## config.mk

```make
export PLATFORM = sky130hd
export DESIGN_NAME = multi_cond_sequencer
export DESIGN_NICKNAME = d
export VERILOG_FILES = /design/src/rtl/multi_cond_sequencer.sv
export SDC_FILE = /design/constraint.sdc
export NUM_CORES = 1
export LEC_CHECK = 0
export CAP_MARGIN = 20
export CELL_PAD_IN_SITES_DETAIL_PLACEMENT = 0
export CELL_PAD_IN_SITES_GLOBAL_PLACEMENT = 1
export CORE_MARGIN = 2
export CORE_UTILIZATION = 41
export CTS_CLUSTER_DIAMETER = 120
export DETAILED_ROUTE_END_ITERATION = 8
export MAX_ROUTING_LAYER = met4
export PLACE_DENSITY = 0.83
export SLEW_MARGIN = 15
export SYNTH_ARGS = -nofsm -noshare
export SYNTH_HDL_FRONTEND = slang
export SYNTH_SLANG_ARGS = --single-unit
```

## constraint.sdc

```tcl
create_clock -name clk -period 2.3 [get_ports clk]
set_input_delay 0.345 -clock clk [delete_from_list [all_inputs] [get_ports clk]]
set_output_delay 0.345 -clock clk [all_outputs]
set_load 0.01 [all_outputs]
```

## src/rtl/multi_cond_sequencer.sv

```systemverilog
// multi_cond_sequencer
// Tracks N_COND condition inputs as sticky flags, remembers which one arrived
// first, and once armed waits for every condition to be seen. The wait can
// require ascending-index arrival order and is bounded by a cycle timeout.
// The 3-bit status code is the registered state; the status flags are
// registered from the next-state value so they line up with the code.

module multi_cond_sequencer #(
  parameter int N_COND  = 4,
  parameter int TIMEOUT = 200,
  parameter int ORDERED = 0
) (
  input  logic              clk,
  input  logic              rst_n,
  input  logic [N_COND-1:0] cond,
  input  logic              arm,
  input  logic              clear,
  output logic [N_COND-1:0] seen,
  output logic [2:0]        first_idx,
  output logic              first_vld,
  output logic [2:0]        code,
  output logic              busy,
  output logic              done_pulse,
  output logic              done,
  output logic              fault
);

  typedef enum logic [2:0] {
    ST_IDLE = 3'd0,
    ST_WAIT = 3'd1,
    ST_ALL  = 3'd2,
    ST_DONE = 3'd3,
    ST_TOUT = 3'd4,
    ST_ERR  = 3'd5
  } state_t;

  localparam logic [15:0] CNT_LAST = 16'(TIMEOUT - 1);
  localparam logic        ORD_EN   = (ORDERED != 0);

  state_t            state_r;
  state_t            state_nxt_s;
  logic [N_COND-1:0] seen_r;
  logic [2:0]        first_idx_r;
  logic              first_vld_r;
  logic [15:0]       cnt_r;
  logic [15:0]       cnt_nxt_s;
  logic              busy_r;
  logic              done_pulse_r;
  logic              done_r;
  logic              fault_r;

  logic [2:0]        low_idx_s;
  logic [N_COND-1:0] new_s;
  logic [N_COND-1:0] union_s;
  logic [N_COND-1:0] seen_inc_s;
  logic              contig_err_s;
  logic              order_err_s;

  assign new_s        = cond & ~seen_r;
  assign union_s      = seen_r | cond;
  assign seen_inc_s   = seen_r + {{(N_COND-1){1'b0}}, 1'b1};
  // A set seen vector is contiguous from bit 0 exactly when adding one clears it.
  assign contig_err_s = ((seen_r & seen_inc_s) != {N_COND{1'b0}});

  // Lowest set index of cond; scanning downwards lets the lowest index win ties.
  always_comb begin : lowest_index
    low_idx_s = 3'd0;
    for (int k = N_COND - 1; k >= 0; k--) begin
      low_idx_s = cond[k] ? 3'(k) : low_idx_s;
    end
  end

  // Order violation: a newly arriving bit with some lower bit still unseen.
  always_comb begin : order_check
    logic gap;
    order_err_s = 1'b0;
    gap         = 1'b0;
    for (int k = 1; k < N_COND; k++) begin
      gap = 1'b0;
      for (int j = 0; j < k; j++) begin
        gap = gap | ~union_s[j];
      end
      order_err_s = order_err_s | (new_s[k] & gap);
    end
  end

  // Next-state and wait-counter selection from the registered seen flags.
  always_comb begin : next_state
    state_nxt_s = ST_IDLE;
    cnt_nxt_s   = cnt_r;
    case (state_r)
      ST_IDLE: begin
        if (arm && (seen_r != {N_COND{1'b0}})) begin
          cnt_nxt_s = 16'd0;
          if (ORD_EN && contig_err_s) begin
            state_nxt_s = ST_ERR;
          end else begin
            state_nxt_s = ST_WAIT;
          end
        end else begin
          state_nxt_s = ST_IDLE;
        end
      end
      ST_WAIT: begin
        if (&seen_r) begin
          state_nxt_s = ST_ALL;
        end else if (ORD_EN && order_err_s) begin
          state_nxt_s = ST_ERR;
        end else if (cnt_r == CNT_LAST) begin
          state_nxt_s = ST_TOUT;
        end else begin
          state_nxt_s = ST_WAIT;
          cnt_nxt_s   = cnt_r + 16'd1;
        end
      end
      ST_ALL:  state_nxt_s = ST_DONE;
      ST_DONE: state_nxt_s = ST_DONE;
      ST_TOUT: state_nxt_s = ST_TOUT;
      ST_ERR:  state_nxt_s = ST_ERR;
      default: state_nxt_s = ST_IDLE;
    endcase
  end

  // State, sticky flags, first-arrival capture and registered status flags.
  always_ff @(posedge clk or negedge rst_n) begin
    if (!rst_n) begin
      state_r      <= ST_IDLE;
      seen_r       <= {N_COND{1'b0}};
      first_idx_r  <= 3'd0;
      first_vld_r  <= 1'b0;
      cnt_r        <= 16'd0;
      busy_r       <= 1'b0;
      done_pulse_r <= 1'b0;
      done_r       <= 1'b0;
      fault_r      <= 1'b0;
    end else if (clear) begin
      state_r      <= ST_IDLE;
      seen_r       <= {N_COND{1'b0}};
      first_idx_r  <= 3'd0;
      first_vld_r  <= 1'b0;
      cnt_r        <= 16'd0;
      busy_r       <= 1'b0;
      done_pulse_r <= 1'b0;
      done_r       <= 1'b0;
      fault_r      <= 1'b0;
    end else begin
      state_r <= state_nxt_s;
      seen_r  <= seen_r | cond;
      cnt_r   <= cnt_nxt_s;
      if (!first_vld_r && (cond != {N_COND{1'b0}})) begin
        first_idx_r <= low_idx_s;
        first_vld_r <= 1'b1;
      end else begin
        first_idx_r <= first_idx_r;
        first_vld_r <= first_vld_r;
      end
      busy_r       <= (state_nxt_s == ST_WAIT) || (state_nxt_s == ST_ALL);
      done_pulse_r <= (state_nxt_s == ST_ALL);
      done_r       <= (state_nxt_s == ST_DONE);
      fault_r      <= (state_nxt_s == ST_TOUT) || (state_nxt_s == ST_ERR);
    end
  end

  assign seen       = seen_r;
  assign first_idx  = first_idx_r;
  assign first_vld  = first_vld_r;
  assign code       = state_r;
  assign busy       = busy_r;
  assign done_pulse = done_pulse_r;
  assign done       = done_r;
  assign fault      = fault_r;

endmodule

```

## After elaboration in Yosys (flattened, before gate mapping)

Cells that the tools add are included.

- Register bits: 31
- Bits of input ports: 8
- Output and inout bits: 15
- Word-level logic and storage cells: 61

- Add/sub/neg operators: 1
- Equal/unequal tests: 14
- Muxes and demuxes: 23
- Bitwise gates (word level): 1
- Reduce and logical (&&, ||, !) cells: 13

Operators with widths:

| cell | number |
|---|---|
| 2-to-1 mux 16 bit | 4 |
| one-hot mux 16 bit (2 select lines) | 1 |
| adder 16 x 1 -> 16 bit (second input constant) | 1 |
| == test 16 x 8 -> 1 bit (second input constant) | 1 |
| 2-to-1 mux 3 bit | 5 |
| one-hot mux 3 bit (5 select lines) | 1 |
| == test 3 x 2 -> 1 bit (second input constant) | 4 |
| == test 3 bit (second input constant) | 4 |
| != test 3 bit (second input constant) | 3 |
| 2-to-1 mux 2 bit | 4 |
| AND reduction 4 bit | 2 |
| nonzero test 4 bit | 2 |
| 2-to-1 mux 1 bit | 7 |
| == test 3 x 1 -> 1 bit (second input constant) | 2 |
| 2-to-1 mux 4 bit | 1 |
| OR 4 bit | 1 |
| logical NOT 3 bit | 1 |
| nonzero test 3 bit | 1 |
| logical AND 1 bit | 2 |
| logical OR 1 bit | 2 |
| nonzero test 2 bit | 1 |
| OR reduction 2 bit | 1 |
| logical NOT 1 bit | 1 |

## Logic depth before layout (Yosys ltp)

Gate-level depths: netlist of run 1.

- Depth in word-level cells: 7
- Mapped depth: 6
- Mapped depth without buffers: 5

## Worst setup path before layout of run 1

Ideal clock, no wire load.

- Path kind: register to register
- Start point: register cnt_r[0]
- End point: register cnt_r[5]
- Library setup time: 77 ps
- Arrival time: 1692 ps
- Required time: 2223 ps
- Slack: 531 ps
- Stages on the path, launching flop included: 7
- Path buffers: 1
- Period minus slack after synthesis: 1769 ps
- Path through: dfrtp_1 > ha_1 > and3b_1 > and4_1 > buf_6 > or4_1 > a21oi_1

- Cells in the longest elaborated chain, start to end: 5
- Elaborated cells on any way between the ends: 8
- Those cells by class: add/sub (1); eq/ne (2); mux (4); reduce/logical (1)

RTL lines:

| item | line | RTL |
|---|---|---|
| from (decl) | 45 | `logic [15:0] cnt_r;` |
| from (signal assigned) | 149 | `cnt_r <= cnt_nxt_s;` |
| adder 16 x 1 -> 16 bit | 113 | `cnt_nxt_s = cnt_r + 16'd1;` |
| 2-to-1 mux 16 bit | 109 | `end else if (cnt_r == CNT_LAST) begin` |
| 2-to-1 mux 16 bit | 105 | `if (&seen_r) begin` |
| one-hot mux 16 bit (2 select lines) | 91 | `case (state_r)` |
| 2-to-1 mux 16 bit | 136 | `end else if (clear) begin` |

Several ways; a longest one is shown, not always the timed one. The select of a mux whose other input is x is not followed.
A chain may end at the register's enable or synchronous reset.

## Final worst setup path of run 1

Same ends and word-level chain as after synthesis.

==> results of run 1 <==
## report_power, final
group / switching [mW] / internal (mW) / leakage (nW)
Combinational: 0.0758 / 0.0622 / 0.332
Sequential: 0.0165 / 0.541 / 0.407
Clock: 0.197 / 0.240 / 0.0472
## final cells by class
cell class	count	share of cell area [%]
clock buffer	6	4.20
clock inverter	2	0.637
inverter	4	0.764
multi-input combinational	126	40.1
sequential	30	38.2
tap	48	3.06
timing repair buffer	27	13.0
## flip-flops by register name (all words and copies together) (netlist names)
| signal | flops |
|---|---|
| busy | 1 |
| cnt_r | 16 |
| code | 3 |
| done | 1 |
| done_pulse | 1 |
| fault | 1 |
| first_idx | 2 |
| first_vld | 1 |
| seen | 4 |
## per-layer routing
| metal | global-route usage, % | vias up | routed length, um |
|---|---|---|---|
| li1 | - | 694 | - |
| met1 | 25.8 | 741 | 1740 |
| met2 | 34.6 | 55 | 2090 |
| met3 | 5.11 | 10 | 226 |
| met4 | 9.18 | 0 | 81 |
| met5 | - | - | 0 |
## placed cells by master (no fill, tap or decap), types with 3 or more instances in the layout
master,count
a31oi_1,7
nor3_1,7
a21oi_1,9
nor4_1,5
o21ai_0,5
and2_1,3
inv_1,4
nor2_1,19
and3_1,3
o211ai_1,3
and4_1,4
clkbuf_8,6
nand2b_1,5
dfrtp_1,30
buf_4,6
nand4_1,8
nand3_1,9
nand2_1,8
or3_1,3
clkdlybuf4s50_1,21
## through the flow
stage               hold slack, ps  util [%]  worst slack, ps
floorplan                     49.4         -              531
global placement               509      50.7              367
detailed placement             504      50.7              242
CTS                            466      53.3              381
global route                   473      53.3              217
finish                         455      53.3              371
## final timing paths
kind / endpoint / slack [ps] / cells past startpoint
worst min-delay path: cnt_r[3] / 450 / 2
worst max-delay path: cnt_r[5] / 370 / 5
worst max register to register: cnt_r[5] / 370 / 5
max in group asynchronous: seen[2] / 1570 / 2
worst min register to register: cnt_r[0] / 510 / 1
min in group clk: cnt_r[0] / 510 / 1
## logic make-up after synthesis
logic type,after synthesis,synth area share [%]
AOI/OAI and AO/OA,40,17.0
adders and majority gates,1,0.784
buffers and inverters,11,3.53
DFF,30,47.1
muxes,2,1.25
other,1,0.235
and+or+nand+nor,82,30.1
## worst register-to-register path: stages (launching register included)
cell and delay, ps:
dfrtp_1 400, ha_1 270, and3b_1 220, and4_1 260
or4_1 550, a21oi_1 160
==> results.sh, run 1 <==
export IMPL_areaGrowthSynthToFinish_pct=23.1
export IMPL_grt_pass1_wl_um=6890
export IMPL_syn_area_per_cell_um2=9.55
export IMPL_rows=22
export IMPL_synth_nets=176
export IMPL_startpoint="cnt_r[0]"
export IMPL_ys_top_cells_by_count="dfrtp_1 (30), nor2_1 (19), a21oi_1 (9), nand3_1 (9)"
export IMPL_slew_violations=0
export IMPL_antenna_found_initial=0
export IMPL_ys_warn_count=0
export IMPL_synth_area_leaders="dfrtp_1 (47%), nor2_1 (4.5%), nand4_1 (3.1%)"
export IMPL_path_buf_inv=0
export IMPL_die_h_um=66.4
export IMPL_die_area_um2=4410
export IMPL_synth_edff_count=0
export IMPL_synth_most_common_cell="dfrtp_1"
export IMPL_cts_htree_levels=2
export IMPL_postCtsSetupBuffers=0
export IMPL_tns_ps=0
export IMPL_finalNetCount=203
export IMPL_diodes=0
export IMPL_max_cap_violations=0
export IMPL_regArea_um2=751
export IMPL_path_delay_family="simple AND/OR/NAND/NOR gates"
export IMPL_synth_top_area_share_pct=47.1
export IMPL_place_hpwl_um=3080
export IMPL_final_design_area_no_fill_um2=1960
export IMPL_port_buffers=21
export IMPL_gr_total_overflow=0
export IMPL_grtUsageTotal_pct=21.5
export IMPL_pin_count=23
export IMPL_p_total_mw=1.13
export IMPL_cts_hold_buf=0
export IMPL_cpMaxStageDelayCell="or4_1"
export IMPL_worstSkewPairLatency_ps=270
export IMPL_dieWidth_um=66.4
export IMPL_min_path_type="in2async"
export IMPL_synth_area_um2=1600
export IMPL_setup_viol=0
export IMPL_cts_repair_resized=0
export IMPL_final_cells=243
export IMPL_power_leakage_nw=0.786
export IMPL_finalClockSkew_ps=5.36
export IMPL_ir_drop_mv=0.236
export IMPL_cts_tree="yes"
export IMPL_vias=1500
export IMPL_dp_cells=235
export IMPL_timing_rr_start="cnt_r[0]"
export IMPL_firstDrtPassIters=6
export IMPL_first_iter_violations=116
export IMPL_status="completed"
export IMPL_start_kind="flop"
export IMPL_start_util_pct=43.2
export IMPL_multi_input_area_um2=788
export IMPL_ys_seq_area_share_pct=47.1
export IMPL_ctsLongestPathBuffers=2
export IMPL_drc=0
export IMPL_path_clk_slew_ps=70
export IMPL_ys_seq_elements=30
export IMPL_hold_violations=0
export IMPL_routed_wl_um=4140
export IMPL_grt_max_degree=31
export IMPL_p_per_area_nw_per_um2=577
export IMPL_worstPathCellList="ha_1, and3b_1, and4_1, or4_1, a21oi_1"
export IMPL_cts_sinks=30
export IMPL_synth_top_cell_by_area="dfrtp_1"
export IMPL_layout_min_cycle_time_ps=1930
export IMPL_ant_nets=0
export IMPL_cts_buffers=5
export IMPL_cp_slowest_stage_delay_ps=550
export IMPL_cp_max_fo=8
export IMPL_core_area_um2=3690
export IMPL_viasPerCell=6.17
export IMPL_rsz0062_at_grt="no"
export IMPL_nFillCells=357
export IMPL_synth_cell_types=45
export IMPL_gp_congestion=0.930
export IMPL_drive_above_1_share_pct=9.23
export IMPL_fmax_ghz=0.518
export IMPL_synthFlopType="dfrtp_1"
export IMPL_place_area_um2=1870
export IMPL_synthCells=167
export IMPL_wire_per_inst_um=17.0
export IMPL_cp_required_ps=2500
export IMPL_synthArstFlopShare_pct=100
export IMPL_worstSetupEndpointType="flop"
export IMPL_worstPathArrival_ps=2130
export IMPL_crit_type="reg2reg"
export IMPL_first_global_vias=1425
export IMPL_clockRootBuffer="clkbuf_8"
export IMPL_period_share_pct=83.9
(Power assumes the default switching activity.)
==> run 2, diff against run 1 <==
==> constraint.sdc (replaced) <==
create_clock -name clk -period 2 [get_ports clk]
set_input_delay 0.3 -clock clk [delete_from_list [all_inputs] [get_ports clk]]
set_output_delay 0.3 -clock clk [all_outputs]
set_load 0.01 [all_outputs]
==> run 2 against run 1 <==
Net effect: setup slack got worse by 230 ps; combinational power rose by 20%; clock skew rose by 1.9 ps; final cell count rose by 2.1%; core utilization rose by 2.5 points; critical endpoint is now cnt_r[13]; largest power group is now clock.
==> results.sh, run 2 (synthesis gave the netlist of run 1 again) <==
export IMPL_whs_ps=396
export IMPL_ir_drop_mv=0.403
export IMPL_crit_type="reg2reg"
export IMPL_worst_slew_pin_slew_ps=519
export IMPL_worstSkewPairLatency_ps=290
export IMPL_dieWidth_um=66.4
export IMPL_period_share_pct=93.0
export IMPL_cp_max_fo=6
export IMPL_ctsLongestPathBuffers=2
export IMPL_p_per_area_nw_per_um2=767
export IMPL_timing_rr_start="cnt_r[12]"
export IMPL_critical_path_depth=4
export IMPL_areaGrowthSynthToFinish_pct=28.9
export IMPL_p_int_mw=1.23
export IMPL_cp_slowest_stage_delay_ps=450
export IMPL_grt_max_degree=31
export IMPL_first_global_vias=1482
export IMPL_switchingPower_mw=0.346
export IMPL_finalClockSkew_ps=7.21
export IMPL_core_area_um2=3690
export IMPL_cp_required_ps=2170
export IMPL_viasPerCell=5.97
export IMPL_startpoint="cnt_r[12]"
export IMPL_wire_per_inst_um=16.2
export IMPL_slew_violations=0
export IMPL_grtUsageTotal_pct=21.7
export IMPL_first_iter_violations=249
export IMPL_layout_commonest_cell="dfrtp_1"
export IMPL_largest_reg_flops=16
export IMPL_ant_nets=0
export IMPL_reg2regPathDepth=4
export IMPL_regArea_um2=751
export IMPL_fmax_ghz=0.537
export IMPL_nFillCells=345
export IMPL_path_delay_family="simple AND/OR/NAND/NOR gates"
export IMPL_sw_frac_of_total_pct=21.9
export IMPL_rsz0062_at_grt="no"
export IMPL_start_util_pct=43.2
export IMPL_port_buffers=21
export IMPL_clockRootBuffer="clkbuf_8"
export IMPL_status="completed"
export IMPL_multi_input_area_um2=796
export IMPL_p_total_mw=1.58
export IMPL_vias=1481
export IMPL_routed_wl_um=4030
export IMPL_path_clk_slew_ps=70
export IMPL_drive_above_1_share_pct=12.5
export IMPL_worstPathArrival_ps=2030
export IMPL_cts_hold_buf=0
export IMPL_pwr_share_clk_pct=48.8
export IMPL_setup_viol=0
export IMPL_pin_count=23
export IMPL_cts_sinks=30
export IMPL_slew_headroom_pct=65.1
export IMPL_diodes=0
export IMPL_finalNetCount=208
export IMPL_final_design_area_no_fill_um2=2060
export IMPL_grt_pass1_wl_um=6930
export IMPL_p_seq_share_pct=40.7
export IMPL_path_buf_inv=0
export IMPL_utilization_pct=55.8
export IMPL_gp_congestion=0.946
export IMPL_place_hpwl_um=2930
export IMPL_place_area_um2=1910
export IMPL_gr_total_overflow=0
export IMPL_worstPathCellList="nor4_1, nand4_1, and2_1, a221o_1"
export IMPL_start_kind="flop"
export IMPL_die_h_um=66.4
export IMPL_p_comb_share_pct=10.5
export IMPL_antenna_found_initial=0
export IMPL_worstSetupEndpointType="flop"
export IMPL_cts_htree_levels=2
export IMPL_cts_tree="yes"
export IMPL_max_cap_violations=0
export IMPL_power_leakage_nw=0.837
export IMPL_drc=0
export IMPL_cts_repair_resized=0
export IMPL_die_area_um2=4410
export IMPL_firstDrtPassIters=4
export IMPL_max_flop_register="cnt_r"
export IMPL_rows=22
export IMPL_postCtsSetupBuffers=0
export IMPL_cpMaxStageDelayCell="nor4_1"
export IMPL_hold_violations=0
export IMPL_layout_min_cycle_time_ps=1860
export IMPL_most_common_layout_cells="dfrtp_1 (30), clkdlybuf4s50_1 (21), nor2_1 (19)"
export IMPL_tns_ps=0
export IMPL_cts_buffers=5
export IMPL_min_path_type="in2async"
run 2: changes by cell type in the layout (fill, tap and decap cells not counted), sizes merged:
cell	before	now
bufinv	0	2
clkinv	1	0
clkinvlp	1	0
buf	6	11
run 2: worst paths after layout:
kind                            slack, ps        end
worst max register to register        140  cnt_r[13]
worst min register to register        520   cnt_r[1]
worst min-delay path                  400   cnt_r[6]
min in group clk                      520   cnt_r[1]
max in group asynchronous            1320    seen[3]
worst max-delay path                  140  cnt_r[13]
run 2: through the flow:
| step | setup slack [ps] | cells |
|---|---|---|
| 6_report | 139 | 248 |
| 5_1_grt | 15.9 | 248 |
| 4_1_cts | 128 | 248 |
| 3_5_place_dp | 142 | 240 |
| 3_3_place_gp | 134 | 240 |
| 2_1_floorplan | 231 | 167 |
run 2: area by class of cell:
| cell class | instances | share of cell area [%] |
|---|---|---|
| Clock inverter | 2 | 2.92 |
| Inverter | 4 | 0.730 |
| Multi-Input combinational cell | 126 | 38.7 |
| Timing Repair Buffer | 32 | 14.2 |
| Sequential cell | 30 | 36.5 |
| Clock buffer | 6 | 4.01 |
| Tap cell | 48 | 2.92 |
run 2: power groups by stage:
stage	clock, mW	sequential [mW]	combinational, mW
after floorplan	0	0.655	0.0709
after global placement	0	0.651	0.166
after detailed placement	0	0.653	0.166
after CTS	0.786	0.642	0.167
after global routing	0.822	0.644	0.182
final	0.770	0.642	0.166
run 2: worst reg2reg max path, stage by stage (launching register included):
cell	delay [ps]
dfrtp_1	440
nor4_1	450
nand4_1	280
and2_1	240
a221o_1	330
run 2: layer usage:
| layer | global-route usage (%) | part of all wire (%) | vias to the layer above |
|---|---|---|---|
| met5 | - | 0 | - |
| met4 | 12.5 | 2.8 | 0 |
| met3 | 5.28 | 6.7 | 14 |
| met2 | 32.9 | 48 | 65 |
| met1 | 26.4 | 42 | 696 |
| li1 | - | - | 706 |
